### src/rtl/lsu_dm_port.sv
`default_nettype none
// +----------------------------------------------------------------------------+
// | lsu_dm_port : byte/half/word load-store front end for a word-only dm       |
// | Revision    : 1.0                                                          |
// +----------------------------------------------------------------------------+
module lsu_dm_port #(
  parameter int DM_WORDS = 64
) (
  input  logic        Clk,
  input  logic        Rst_n,
  input  logic        req_valid,
  output logic        req_ready,
  input  logic        req_we,
  input  logic [1:0]  req_size,
  input  logic        req_sign,
  input  logic [31:0] req_addr,
  input  logic [31:0] req_wdata,
  output logic        resp_valid,
  output logic        resp_err,
  output logic [31:0] resp_rdata,
  output logic [29:0] dm_Ad,
  output logic [31:0] dm_WrData,
  output logic        dm_DMWr,
  input  logic [31:0] dm_DM
);

  localparam logic [31:0] c_ADDR_LIMIT = 32'(DM_WORDS * 4);
  localparam logic [1:0]  c_SZ_BYTE    = 2'b00;
  localparam logic [1:0]  c_SZ_HALF    = 2'b01;
  localparam logic [1:0]  c_SZ_WORD    = 2'b10;
  localparam logic [1:0]  c_SZ_RSVD    = 2'b11;

  typedef enum logic [2:0] {
    S_IDLE  = 3'd0,
    S_READ  = 3'd1,
    S_CAPT  = 3'd2,
    S_WRITE = 3'd3,
    S_DONE  = 3'd4
  } state_t;

  state_t      r_state;
  logic        r_we;
  logic        r_sign;
  logic [1:0]  r_size;
  logic [1:0]  r_lane;
  logic [15:0] r_wdata;
  logic [29:0] r_ad;
  logic [31:0] r_wrdata;
  logic        r_resp_valid;
  logic        r_resp_err;
  logic [31:0] r_rdata;

  logic        w_err;
  logic [7:0]  w_byte;
  logic [15:0] w_half;
  logic [31:0] w_load;
  logic [31:0] w_merged;

  assign w_err = (req_size == c_SZ_RSVD)
               | ((req_size == c_SZ_HALF) & req_addr[0])
               | ((req_size == c_SZ_WORD) & (|req_addr[1:0]))
               | (req_addr >= c_ADDR_LIMIT);

  // Lane extraction and extension of the word returned by dm.
  always_comb begin
    w_byte = dm_DM[7:0];
    case (r_lane)
      2'd0: w_byte = dm_DM[7:0];
      2'd1: w_byte = dm_DM[15:8];
      2'd2: w_byte = dm_DM[23:16];
      2'd3: w_byte = dm_DM[31:24];
    endcase
    w_half = r_lane[1] ? dm_DM[31:16] : dm_DM[15:0];
    case (r_size)
      c_SZ_BYTE: w_load = {{24{r_sign & w_byte[7]}}, w_byte};
      c_SZ_HALF: w_load = {{16{r_sign & w_half[15]}}, w_half};
      default:   w_load = dm_DM;
    endcase
  end

  // Only sub-word stores reach the merge; word stores bypass the read.
  always_comb begin
    w_merged = dm_DM;
    if (r_size == c_SZ_HALF) begin
      if (r_lane[1]) w_merged[31:16] = r_wdata;
      else           w_merged[15:0]  = r_wdata;
    end else begin
      case (r_lane)
        2'd0: w_merged[7:0]   = r_wdata[7:0];
        2'd1: w_merged[15:8]  = r_wdata[7:0];
        2'd2: w_merged[23:16] = r_wdata[7:0];
        2'd3: w_merged[31:24] = r_wdata[7:0];
      endcase
    end
  end

  always_ff @(posedge Clk or negedge Rst_n) begin
    if (!Rst_n) begin
      r_state      <= S_IDLE;
      r_we         <= 1'b0;
      r_sign       <= 1'b0;
      r_size       <= 2'b00;
      r_lane       <= 2'b00;
      r_wdata      <= 16'h0;
      r_ad         <= 30'h0;
      r_wrdata     <= 32'h0;
      r_resp_valid <= 1'b0;
      r_resp_err   <= 1'b0;
      r_rdata      <= 32'h0;
    end else begin
      r_resp_valid <= 1'b0;
      case (r_state)
        S_IDLE: begin
          if (req_valid) begin
            r_we       <= req_we;
            r_sign     <= req_sign;
            r_size     <= req_size;
            r_lane     <= req_addr[1:0];
            r_wdata    <= req_wdata[15:0];
            r_resp_err <= w_err;
            if (w_err) begin
              r_state      <= S_DONE;
              r_resp_valid <= 1'b1;
            end else begin
              r_ad <= req_addr[31:2];
              if (req_we && (req_size == c_SZ_WORD)) begin
                r_wrdata <= req_wdata;
                r_state  <= S_WRITE;
              end else begin
                r_state <= S_READ;
              end
            end
          end
        end
        S_READ: r_state <= S_CAPT;
        S_CAPT: begin
          if (r_we) begin
            r_wrdata <= w_merged;
            r_state  <= S_WRITE;
          end else begin
            r_rdata      <= w_load;
            r_state      <= S_DONE;
            r_resp_valid <= 1'b1;
          end
        end
        S_WRITE: begin
          r_state      <= S_DONE;
          r_resp_valid <= 1'b1;
        end
        S_DONE: begin
          r_state    <= S_IDLE;
          r_resp_err <= 1'b0;
        end
        default: r_state <= S_IDLE;
      endcase
    end
  end

  assign req_ready  = (r_state == S_IDLE);
  assign resp_valid = r_resp_valid;
  assign resp_err   = r_resp_err;
  assign resp_rdata = r_rdata;
  assign dm_Ad      = r_ad;
  assign dm_WrData  = r_wrdata;
  assign dm_DMWr    = (r_state == S_WRITE);

endmodule
`default_nettype wire

### config.mk
export PLATFORM = sky130hd
export DESIGN_NAME = lsu_dm_port
export DESIGN_NICKNAME = d
export VERILOG_FILES = /design/src/rtl/lsu_dm_port.sv
export SDC_FILE = /design/constraint.sdc
export NUM_CORES = 1
export LEC_CHECK = 0
export BUFFER_PORTS_ARGS = -buffer_cell sky130_fd_sc_hd__buf_2
export CAP_MARGIN = 20
export CORE_MARGIN = 1.5
export CORE_UTILIZATION = 51
export DETAILED_ROUTE_END_ITERATION = 10
export PLACE_DENSITY = 0.79
export SETUP_SLACK_MARGIN = 0.1
export SYNTH_ARGS = -nofsm -noshare
export SYNTH_HDL_FRONTEND = slang
export SYNTH_SLANG_ARGS = --single-unit
### constraint.sdc
create_clock -name Clk -period 3.3 [get_ports Clk]
set_input_delay 0.33 -clock Clk [delete_from_list [all_inputs] [get_ports Clk]]
set_output_delay 0.33 -clock Clk [all_outputs]
set_load 0.05 [all_outputs]
==> flow_metrics.py, run 1 <==
metrics = {
    "status": {
        "status": "finished, final reports clean",
    },
    "placed_design": {
        "place_ws_ns": 0.804,
        "hpwlAfterDp_um": 13500,
        "gp_congestion": 0.926,
        "io_buffers": 200,
    },
    "logic_synthesis": {
        "syn-cell-area_um2": 6320,
        "synth_top_area_share_pct": 47.9,
        "synth_ff_type": "dfrtp_1",
        "netlist_top_cells_count": "nand2_1 (123), dfrtp_1 (121), a21oi_1 (44), mux2i_1 (42), nor2_1 (31)",
        "async_flop_share_pct": 100,
        "ys_top_cells_by_area": "dfrtp_1 (48%), nand2_1 (7.3%), mux2i_1 (6.7%), mux2_4 (5.5%), a21oi_1 (3.5%)",
        "yosys_register_bits": 121,
        "netlist_instances": 631,
        "yosys.area.top_type": "dfrtp_1",
        "ys_types": 50,
        "yosysSeqAreaShare_pct": 47.9,
        "yosysMostFrequentCell": "nand2_1",
        "synth_warnings": 0,
        "avgSynthCellArea_um2": 10.0,
        "synth.net_count": 734,
        "synth_edf_count": 0,
    },
    "floorplan": {
        "die_w_um": 114,
        "die_y_um": 114,
        "boundaryPins": 201,
        "initial_core_util_pct": 52.4,
        "rows": 40,
        "dieArea_um2": 13100,
        "core-area_um2": 12100,
    },
    "global_route": {
        "antenna_found_initial": 2,
        "grt_usage_pct": 28.6,
        "first_global_vias": 5506,
        "grt_pass1_wl_um": 28400,
        "grt_max_degree": 49,
        "overflow": 0,
    },
    "final_layout": {
        "n_antenna_cell": 0,
        "multi_input_area_um2": 2980,
        "seqCellArea_um2": 3030,
        "area_delta_synth_final_pct": 26.4,
        "drive_gt1_share_pct": 35.5,
        "num-fill-cells": 968,
        "nNetsFinal": 920,
    },
    "detailed_routing": {
        "drcViolationCount": 0,
        "routed_wl_um": 18200,
        "wl_per_cell_um": 18.3,
        "vias_per_cell": 5.66,
        "vias": 5649,
        "drtAntennaViolNets": 0,
        "drtPass1Iterations": 5,
        "first_iter_violations": 392,
    },
    "setup_path": {
        "cpMostUsedCell": "nor3_4",
        "path_cells": "nor3_4 -> nand2_2 -> nor3_4 -> mux2_2",
        "worst-setup-path-type": "reg -> reg",
        "slowest_stage": "nor3_4",
        "cp_max_fo": 23,
        "cp_data_required_time_ns": 3.60,
        "max_stage_delay_ns": 0.75,
        "critPathLaunchType": "flip-flop",
        "crit_arrival_ns": 2.81,
        "crit_path_end_kind": "flip-flop",
    },
    "sta": {
        "drv_slew": 0,
        "skew_ns": 0.00760,
        "slew_headroom_pct": 47.7,
        "clock.fmax_mhz": 399,
        "final_hold_viol_count": 0,
        "tns_ns": 0,
        "setup_ws_ns": 0.796,
        "rsz0062_at_grt": "no",
        "layout_min_cycle_time_ns": 2.50,
        "setup_viol": 0,
        "timing.hold.ws_ns": 0.116,
        "worstMarginPinSlew_ns": 0.785,
        "finalCritPeriodShare_pct": 75.9,
    },
    "power": {
        "powerDensity_nw_per_um2": 502,
        "total_power_mw": 4.01,
        "switching_power_mw": 1.09,
        "p_int_mw": 2.92,
        "swShare_pct": 27.2,
        "pwr-share-seq_pct": 39.9,
        "p_leak_nw": 4.44,
        "clkPwrFrac_pct": 46.2,
        "vdd_drop_max_uv": 293,
        "comb_power_share_pct": 14.0,
    },
    "clock_tree": {
        "postCtsSetupRepairBufs": 0,
        "clkLatencyLatePin_ns": 0.42,
        "clk_path_buf_depth": 2,
        "cts.reportedPaths.clkPinSlew_ns": 0.06,
        "numCtsBuffers": 17,
        "cts_tree": "yes",
        "root_buffer": "clkbuf_16",
        "cts_htree_levels": 4,
        "clock-sinks": 121,
    },
    "hold_path": {
        "hold_class": "in -> reg",
    },
    "job": {
        "drv_cap": 0,
    },
}
layer usage:
metal	up-vias	share of wire [%]	GRT usage (%)
met4	4	3.6	14.8
li1	2587	-	-
met5	-	0.14	0
met1	2704	40	35.2
met2	298	48	46.8
met3	56	7.9	7.31
cell families after synthesis:
group                  Yosys count  share of synthesized area (%)
AO/OA/AOI/OAI                  119                           12.7
multiplexers                    74                           13.9
buffers and inverters           59                           5.09
AND/OR/NAND/NOR                258                           20.4
flip-flops                     121                           47.9
state kept, by name, indices dropped and copies added (netlist names):
register    count
resp_rdata     32
dm_WrData      32
resp_err        1
r_wdata        16
r_sign          1
resp_valid      1
r_we            1
r_lane          2
dm_Ad          30
r_size          2
r_state         3
worst max-delay path: cells and delay by family (launching register included):
kind             cells  cell delay, ns
muxes                1            0.41
and+or+nand+nor      3            1.48
DFF                  1            0.50
final timing paths:
path,cells past startpoint,slack [ns],start,endpoint
worst max register to register,4,0.80,r_state[2]$_DFFE_PN0P_,dm_Ad[0]$_DFFE_PN0P_
worst max-delay path,4,0.80,r_state[2]$_DFFE_PN0P_,dm_Ad[0]$_DFFE_PN0P_
max in group asynchronous,3,1.77,Rst_n,dm_WrData[0]$_DFFE_PN0P_
worst min-delay path,3,0.12,req_sign,r_sign$_DFFE_PN0P_
min in group asynchronous,2,0.48,Rst_n,resp_rdata[18]$_DFFE_PN0P_
worst min register to register,2,0.49,resp_rdata[11]$_DFFE_PN0P_,resp_rdata[11]$_DFFE_PN0P_
cell type report:
type	instances	area share, %
flip-flops and latches	121	37.9
multi-input cells	451	37.3
repair buffers	216	14.4
clock buffers	19	5.42
well taps	168	2.63
clock inverters	13	1.93
inverters	10	0.470
power by group through the flow:
| stage | clock network (mW) | logic, mW | registers, mW |
|---|---|---|---|
| finish | 1.85 | 0.559 | 1.60 |
| global route | 1.94 | 0.611 | 1.60 |
| CTS | 1.87 | 0.554 | 1.60 |
| detailed placement | 0 | 0.550 | 1.62 |
| global placement | 0 | 0.535 | 1.62 |
| floorplan | 0 | 0.353 | 1.61 |
what timing repair did:
item / CTS / global route
endpoints found under the hold margin: 46 / 0
hold buffers: 1 / 0
gates resized for setup: 0 / 0
metrics by stage:
step / util (%) / std cells / cell area, µm²
3_3_place_gp: 61.0 / 964 / 7360
6_report: 66.2 / 998 / 7990
5_1_grt: 66.2 / 998 / 7990
3_5_place_dp: 61.0 / 964 / 7360
4_1_cts: 66.0 / 997 / 7960
2_1_floorplan: - / 631 / 6320
layout by cell type (no fill, tap or decap), types with 3 or more instances in the layout:
master,synthesis,final
buf_2,17,199
nand2_1,123,123
dfrtp_1,121,121
a21oi_1,44,44
mux2i_1,42,42
nor2_1,31,30
nor2b_1,29,29
nand3_1,24,24
mux2_4,23,23
a211oi_1,18,18
clkbuf_16,0,17
buf_4,5,15
a31oi_1,12,12
o21ai_0,11,11
inv_1,10,10
a22o_1,10,10
nand3_2,10,10
o22ai_1,8,8
nor3_1,7,7
and3_1,7,7
nor4_1,6,6
a32oi_1,6,6
mux2_1,5,5
clkinv_2,0,5
nand2b_1,4,4
clkinvlp_4,0,4
mux2_2,3,3
bufinv_16,0,3
(Power assumes the default switching activity.)
==> inputs of run 2 (changes only) <==
Clock period 3.3 ns to 2.5 ns, I/O delays scaled along.
==> flow_metrics.py, run 2 (synthesis gave the netlist of run 1 again) <==
metrics = {
    "global_route": {
        "grt_max_degree": 55,
        "overflow": 0,
        "grt_pass1_wl_um": 28500,
        "grt_usage_pct": 29.2,
        "antenna_found_initial": 0,
        "first_global_vias": 5440,
    },
    "setup_path": {
        "startpoint": "r_size[1]$_DFFE_PN0P_",
        "cp_data_required_time_ns": 2.81,
        "crit-reg2reg-capture": "dm_WrData[23]$_DFFE_PN0P_",
        "worst-setup-path-type": "reg -> reg",
        "r2r_start": "r_size[1]$_DFFE_PN0P_",
        "crit_arrival_ns": 2.37,
        "crit_path_end_kind": "flip-flop",
        "ff2ff_path_depth": 5,
        "cp_max_fo": 10,
        "critPathLaunchType": "flip-flop",
        "reg2reg_slack_ns": 0.43,
    },
    "power": {
        "p_leak_nw": 4.52,
        "p_int_mw": 4.10,
        "vdd_drop_max_uv": 414,
        "comb_power_share_pct": 14.2,
        "swShare_pct": 25.7,
        "clkPwrFrac_pct": 47.9,
        "pwr-share-seq_pct": 38.0,
        "switching_power_mw": 1.41,
        "powerDensity_nw_per_um2": 681,
    },
    "final_layout": {
        "n_antenna_cell": 0,
        "num-fill-cells": 969,
        "final_cells": 1004,
        "seqCellArea_um2": 3030,
        "drive_gt1_share_pct": 36.1,
        "final_common_cell": "buf_2",
        "area_delta_synth_final_pct": 28.1,
        "layout_common_cells": "buf_2 (199), nand2_1 (123), dfrtp_1 (121)",
        "multi_input_area_um2": 2980,
        "nNetsFinal": 927,
    },
    "hold_path": {
        "worstHoldEndpoint": "r_wdata[11]$_DFFE_PN0P_",
        "hold_class": "in -> reg",
        "holdCritStartpoint": "req_wdata[11]",
        "hold_depth": 3,
    },
    "detailed_routing": {
        "first_iter_violations": 431,
        "vias_per_cell": 5.60,
        "drcViolationCount": 0,
        "drtPass1Iterations": 5,
        "vias": 5620,
        "drtAntennaViolNets": 0,
        "routed_wl_um": 18300,
        "wl_per_cell_um": 18.2,
    },
    "floorplan": {
        "initial_core_util_pct": 52.4,
        "die_w_um": 114,
        "core-area_um2": 12100,
        "boundaryPins": 201,
        "die_y_um": 114,
        "dieArea_um2": 13100,
        "rows": 40,
    },
    "placed_design": {
        "dp.cells": 972,
        "io_buffers": 200,
        "gp_congestion": 0.935,
        "hpwlAfterDp_um": 13600,
    },
    "sta": {
        "slew_headroom_pct": 61.2,
        "rsz0062_at_grt": "no",
        "worstMarginPinSlew_ns": 0.582,
        "final_hold_viol_count": 0,
        "finalCritPeriodShare_pct": 82.6,
        "layout_min_cycle_time_ns": 2.07,
        "skew_ns": 0.00763,
        "clock.fmax_mhz": 484,
        "drv_slew": 0,
        "tns_ns": 0,
        "setup_viol": 0,
    },
    "job": {
        "drv_cap": 0,
    },
    "clock_tree": {
        "clk_path_buf_depth": 2,
        "clock-sinks": 121,
        "cts.reportedPaths.clkPinSlew_ns": 0.05,
        "ctsResizeCount": 0,
        "cts_tree": "yes",
        "numCtsBuffers": 17,
        "cts_htree_levels": 4,
        "root_buffer": "clkbuf_16",
        "clkLatencyLatePin_ns": 0.42,
        "postCtsSetupRepairBufs": 0,
    },
    "status": {
        "status": "finished, final reports clean",
    },
}
run 2: metrics by stage:
stage / cell area (µm²) / util [%] / worst slack [ns] / power [mW] / hold slack [ns]
2_1_floorplan: 6320 / - / 0.356 / 2.59 / -0.0456
3_3_place_gp: 7430 / 61.6 / 0.180 / 2.87 / 0.249
3_5_place_dp: 7450 / 61.7 / 0.489 / 2.89 / 0.258
4_1_cts: 8100 / 67.1 / 0.459 / 5.53 / 0.0178
5_1_grt: 8100 / 67.1 / 0.259 / 5.70 / 0.0370
6_report: 8100 / 67.1 / 0.434 / 5.51 / 0.0325
run 2: how the worst max path moves through the flow:
stage / end
finish: dm_WrData[23]$_DFFE_PN0P_
global route: dm_WrData[17]$_DFFE_PN0P_
CTS: dm_WrData[23]$_DFFE_PN0P_
detailed placement: dm_WrData[7]$_DFFE_PN0P_
global placement: dm_WrData[24]$_DFFE_PN0P_
floorplan: dm_Ad[1]$_DFFE_PN0P_
run 2: worst max-delay path, stage by stage (launching register included):
cell	delay [ns]
dfrtp_1	0.38
nand2b_1	0.40
a21oi_4	0.48
mux2i_1	0.31
a21oi_1	0.10
mux2_4	0.28
run 2: area by class of cell:
| class | count | area share (%) |
|---|---|---|
| Clock inverter | 8 | 1.73 |
| Tap cell | 168 | 2.60 |
| Sequential cell | 121 | 37.4 |
| Inverter | 10 | 0.464 |
| Multi-Input combinational cell | 451 | 36.8 |
| Clock buffer | 23 | 6.15 |
| Timing Repair Buffer | 223 | 14.9 |
run 2: what timing repair did:
item	in CTS	in global routing
hold buffers	1	0
setup endpoints to repair	0	0
endpoints found under the hold margin	36	0
run 2: power groups by stage:
stage / logic, mW / registers [mW] / clock network, mW
after floorplan: 0.465 / 2.12 / 0
after global placement: 0.754 / 2.12 / 0
after detailed placement: 0.770 / 2.12 / 0
after CTS: 0.778 / 2.09 / 2.66
after global routing: 0.854 / 2.10 / 2.75
final: 0.781 / 2.09 / 2.64
run 2: per-layer routing:
| layer | track usage, % | routed length (µm) |
|---|---|---|
| met1 | 37.5 | 7690 |
| met2 | 47.7 | 8760 |
| met3 | 7.89 | 1420 |
| met4 | 10.4 | 448 |
| met5 | 0 | 0 |
==> inputs of run 3 (changes only) <==
Settings changed: CORE_UTILIZATION 51 to 47, PLACE_DENSITY 0.79 to 0.77.
Clock period 2.5 ns to 1.73 ns, I/O delays scaled along.
==> flow_metrics.py, run 3 (synthesis gave the netlist of run 1 again) <==
metrics = {
    "final_layout": {
        "area_delta_synth_final_pct": 44.4,
        "nNetsFinal": 993,
        "seqCellArea_um2": 3030,
        "final_common_cell": "buf_2",
        "layout_common_cells": "buf_2 (197), nand2_1 (122), dfrtp_1 (118)",
        "num-fill-cells": 982,
        "final_cells": 1078,
        "multi_input_area_um2": 3220,
        "n_antenna_cell": 0,
        "design_area_um2": 9130,
        "drive_gt1_share_pct": 43.2,
    },
    "detailed_routing": {
        "wl_met1_um": 7930,
        "wl_met3_um": 1660,
        "wl_per_cell_um": 18.5,
        "vias_per_cell": 5.61,
        "drtAntennaViolNets": 0,
        "first_iter_violations": 477,
        "vias": 6050,
        "dr.max_layer_used": "met4",
        "drcViolationCount": 0,
        "drtPass1Iterations": 6,
        "dr_wl_met2_um": 9670,
        "routed_wl_um": 20000,
    },
    "placed_design": {
        "dp.cells": 1007,
        "place_area_um2": 7810,
        "hpwlAfterDp_um": 13500,
        "io_buffers": 200,
        "gp_congestion": 0.897,
        "place_ws_ns": -0.0511,
    },
    "setup_path": {
        "slowest_stage": "dfrtp_2",
        "cp_data_required_time_ns": 2.03,
        "max_stage_delay_ns": 0.44,
        "crit-reg2reg-capture": "dm_WrData[11]$_DFFE_PN0P_",
        "r2r_start": "r_lane[1]$_DFFE_PN0P_",
        "crit_arrival_ns": 2.08,
        "crit_path_end_kind": "flip-flop",
        "cp_max_fo": 4,
        "reg2reg_slack_ns": -0.05,
        "critPathLaunchType": "flip-flop",
        "path_cells": "buf_4 -> nor2b_4 -> buf_6 -> mux2i_1 -> nand2_1 -> a22o_1 -> mux2_4",
        "ff2ff_path_depth": 7,
        "worst-setup-path-type": "reg -> reg",
    },
    "power": {
        "p_leak_nw": 4.97,
        "clkPwrFrac_pct": 44.7,
        "comb_power_share_pct": 18.2,
        "swShare_pct": 27.9,
        "switching_power_mw": 2.27,
        "total_power_mw": 8.15,
        "powerDensity_nw_per_um2": 893,
        "vdd_drop_max_uv": 662,
        "p_int_mw": 5.88,
        "pwr-share-seq_pct": 37.2,
    },
    "hold_path": {
        "hold_depth": 3,
        "holdCritStartpoint": "req_we",
        "hold_class": "in -> reg",
        "worstHoldEndpoint": "r_we$_DFFE_PN0P_",
    },
    "clock_tree": {
        "root_buffer": "clkbuf_16",
        "cts.reportedPaths.clkPinSlew_ns": 0.06,
        "numCtsBuffers": 17,
        "cts_htree_levels": 4,
        "clkLatencyLatePin_ns": 0.41,
        "clk_path_buf_depth": 2,
        "clock-sinks": 121,
        "cts_tree": "yes",
    },
    "sta": {
        "setup_ws_ns": -0.0499,
        "skew_ns": 0.00841,
        "layout_min_cycle_time_ns": 1.78,
        "clock.fmax_mhz": 562,
        "drv_slew": 0,
        "worstMarginPinSlew_ns": 0.393,
        "final_hold_viol_count": 0,
        "finalCritPeriodShare_pct": 103,
        "rsz0062_at_grt": "yes",
        "setup_viol": 3,
        "slew_headroom_pct": 73.8,
        "tns_ns": -0.0813,
    },
    "status": {
        "violations": "negative setup slack",
        "status": "finished with violations",
    },
    "global_route": {
        "first_global_vias": 5677,
        "grt_max_degree": 43,
        "overflow": 0,
        "antenna_found_initial": 0,
        "grt_pass1_wl_um": 29400,
        "grt_usage_pct": 26.7,
    },
    "floorplan": {
        "initial_core_util_pct": 47.9,
        "die_w_um": 119,
        "die_y_um": 119,
        "core-area_um2": 13200,
        "boundaryPins": 201,
        "dieArea_um2": 14100,
        "rows": 42,
    },
    "job": {
        "drv_cap": 0,
    },
}
==> run 3: changes by cell type in the layout (fill, tap and decap cells not counted), sizes merged <==
cell / change
buf: +39
bufbuf: +1
bufinv: -1
clkbuf: -3
clkinv: -1
clkinvlp: +3
dlygate4sd3: +24
inv: +4
==> run 3: final cells by class <==
class                      count  area share [%]
tap                          176            2.41
sequential                   121            33.2
multi-input combinational    451            35.3
timing repair buffer         289            22.0
clock buffer                  18            4.81
inverter                      10           0.411
clock inverter                13            1.82
==> run 3: how the worst max path moves through the flow <==
stage | from | to | slack, ns | cells after the start
3_3_place_gp | req_addr[13] | dm_Ad[0]$_DFFE_PN0P_ | -0.03 | 7
4_1_cts | r_state[1]$_DFFE_PN0P_ | req_ready | 0.04 | 4
6_report | r_lane[1]$_DFFE_PN0P_ | dm_WrData[11]$_DFFE_PN0P_ | -0.05 | 7
2_1_floorplan | r_state[1]$_DFFE_PN0P_ | dm_Ad[1]$_DFFE_PN0P_ | -0.32 | 6
3_5_place_dp | req_addr[13] | dm_Ad[0]$_DFFE_PN0P_ | -0.05 | 7
5_1_grt | r_lane[1]$_DFFE_PN0P_ | dm_WrData[29]$_DFFE_PN0P_ | -0.07 | 7
==> run 3: timing repair <==
action | 4_1_cts | 5_1_grt
endpoints found under the setup margin | 35 | 82
hold buffers | 25 | 0
endpoints found under the hold margin | 50 | 0
resized for setup | 24 | 42
buffers inserted | 6 | 5
cloned | 2 | 3
pin swaps | 5 | 17
==> run 3: metal layers <==
metal | global-route usage, % | up-vias
li1 | - | 2728
met1 | 34.0 | 2872
met2 | 44.6 | 375
met3 | 6.13 | 75
met4 | 9.71 | 0
met5 | 0 | -
==> run 3: worst max-delay path: cells and delay by family, from the launching register on <==
kind,cells,cell delay (ns)
flip-flops,1,0.44
buffers and inverters,2,0.28
AO/OA/AOI/OAI,1,0.22
AND/OR/NAND/NOR,2,0.23
multiplexers,2,0.50
==> run 3: metrics by stage <==
step	hold WS (ns)	utilization [%]
after floorplan	-0.123	-
after global placement	0.122	59.2
after detailed placement	0.128	59.2
after CTS	0.00243	67.2
after global routing	0.00701	69.2
final	0.0186	69.2
==> run 3: power by group through the flow <==
stage / clock [mW] / combinational (mW) / sequential [mW]
global route: 3.80 / 1.57 / 3.03
global placement: 0 / 1.20 / 3.06
CTS: 3.68 / 1.34 / 3.02
finish: 3.64 / 1.48 / 3.03
detailed placement: 0 / 1.21 / 3.06
floorplan: 0 / 0.692 / 3.07
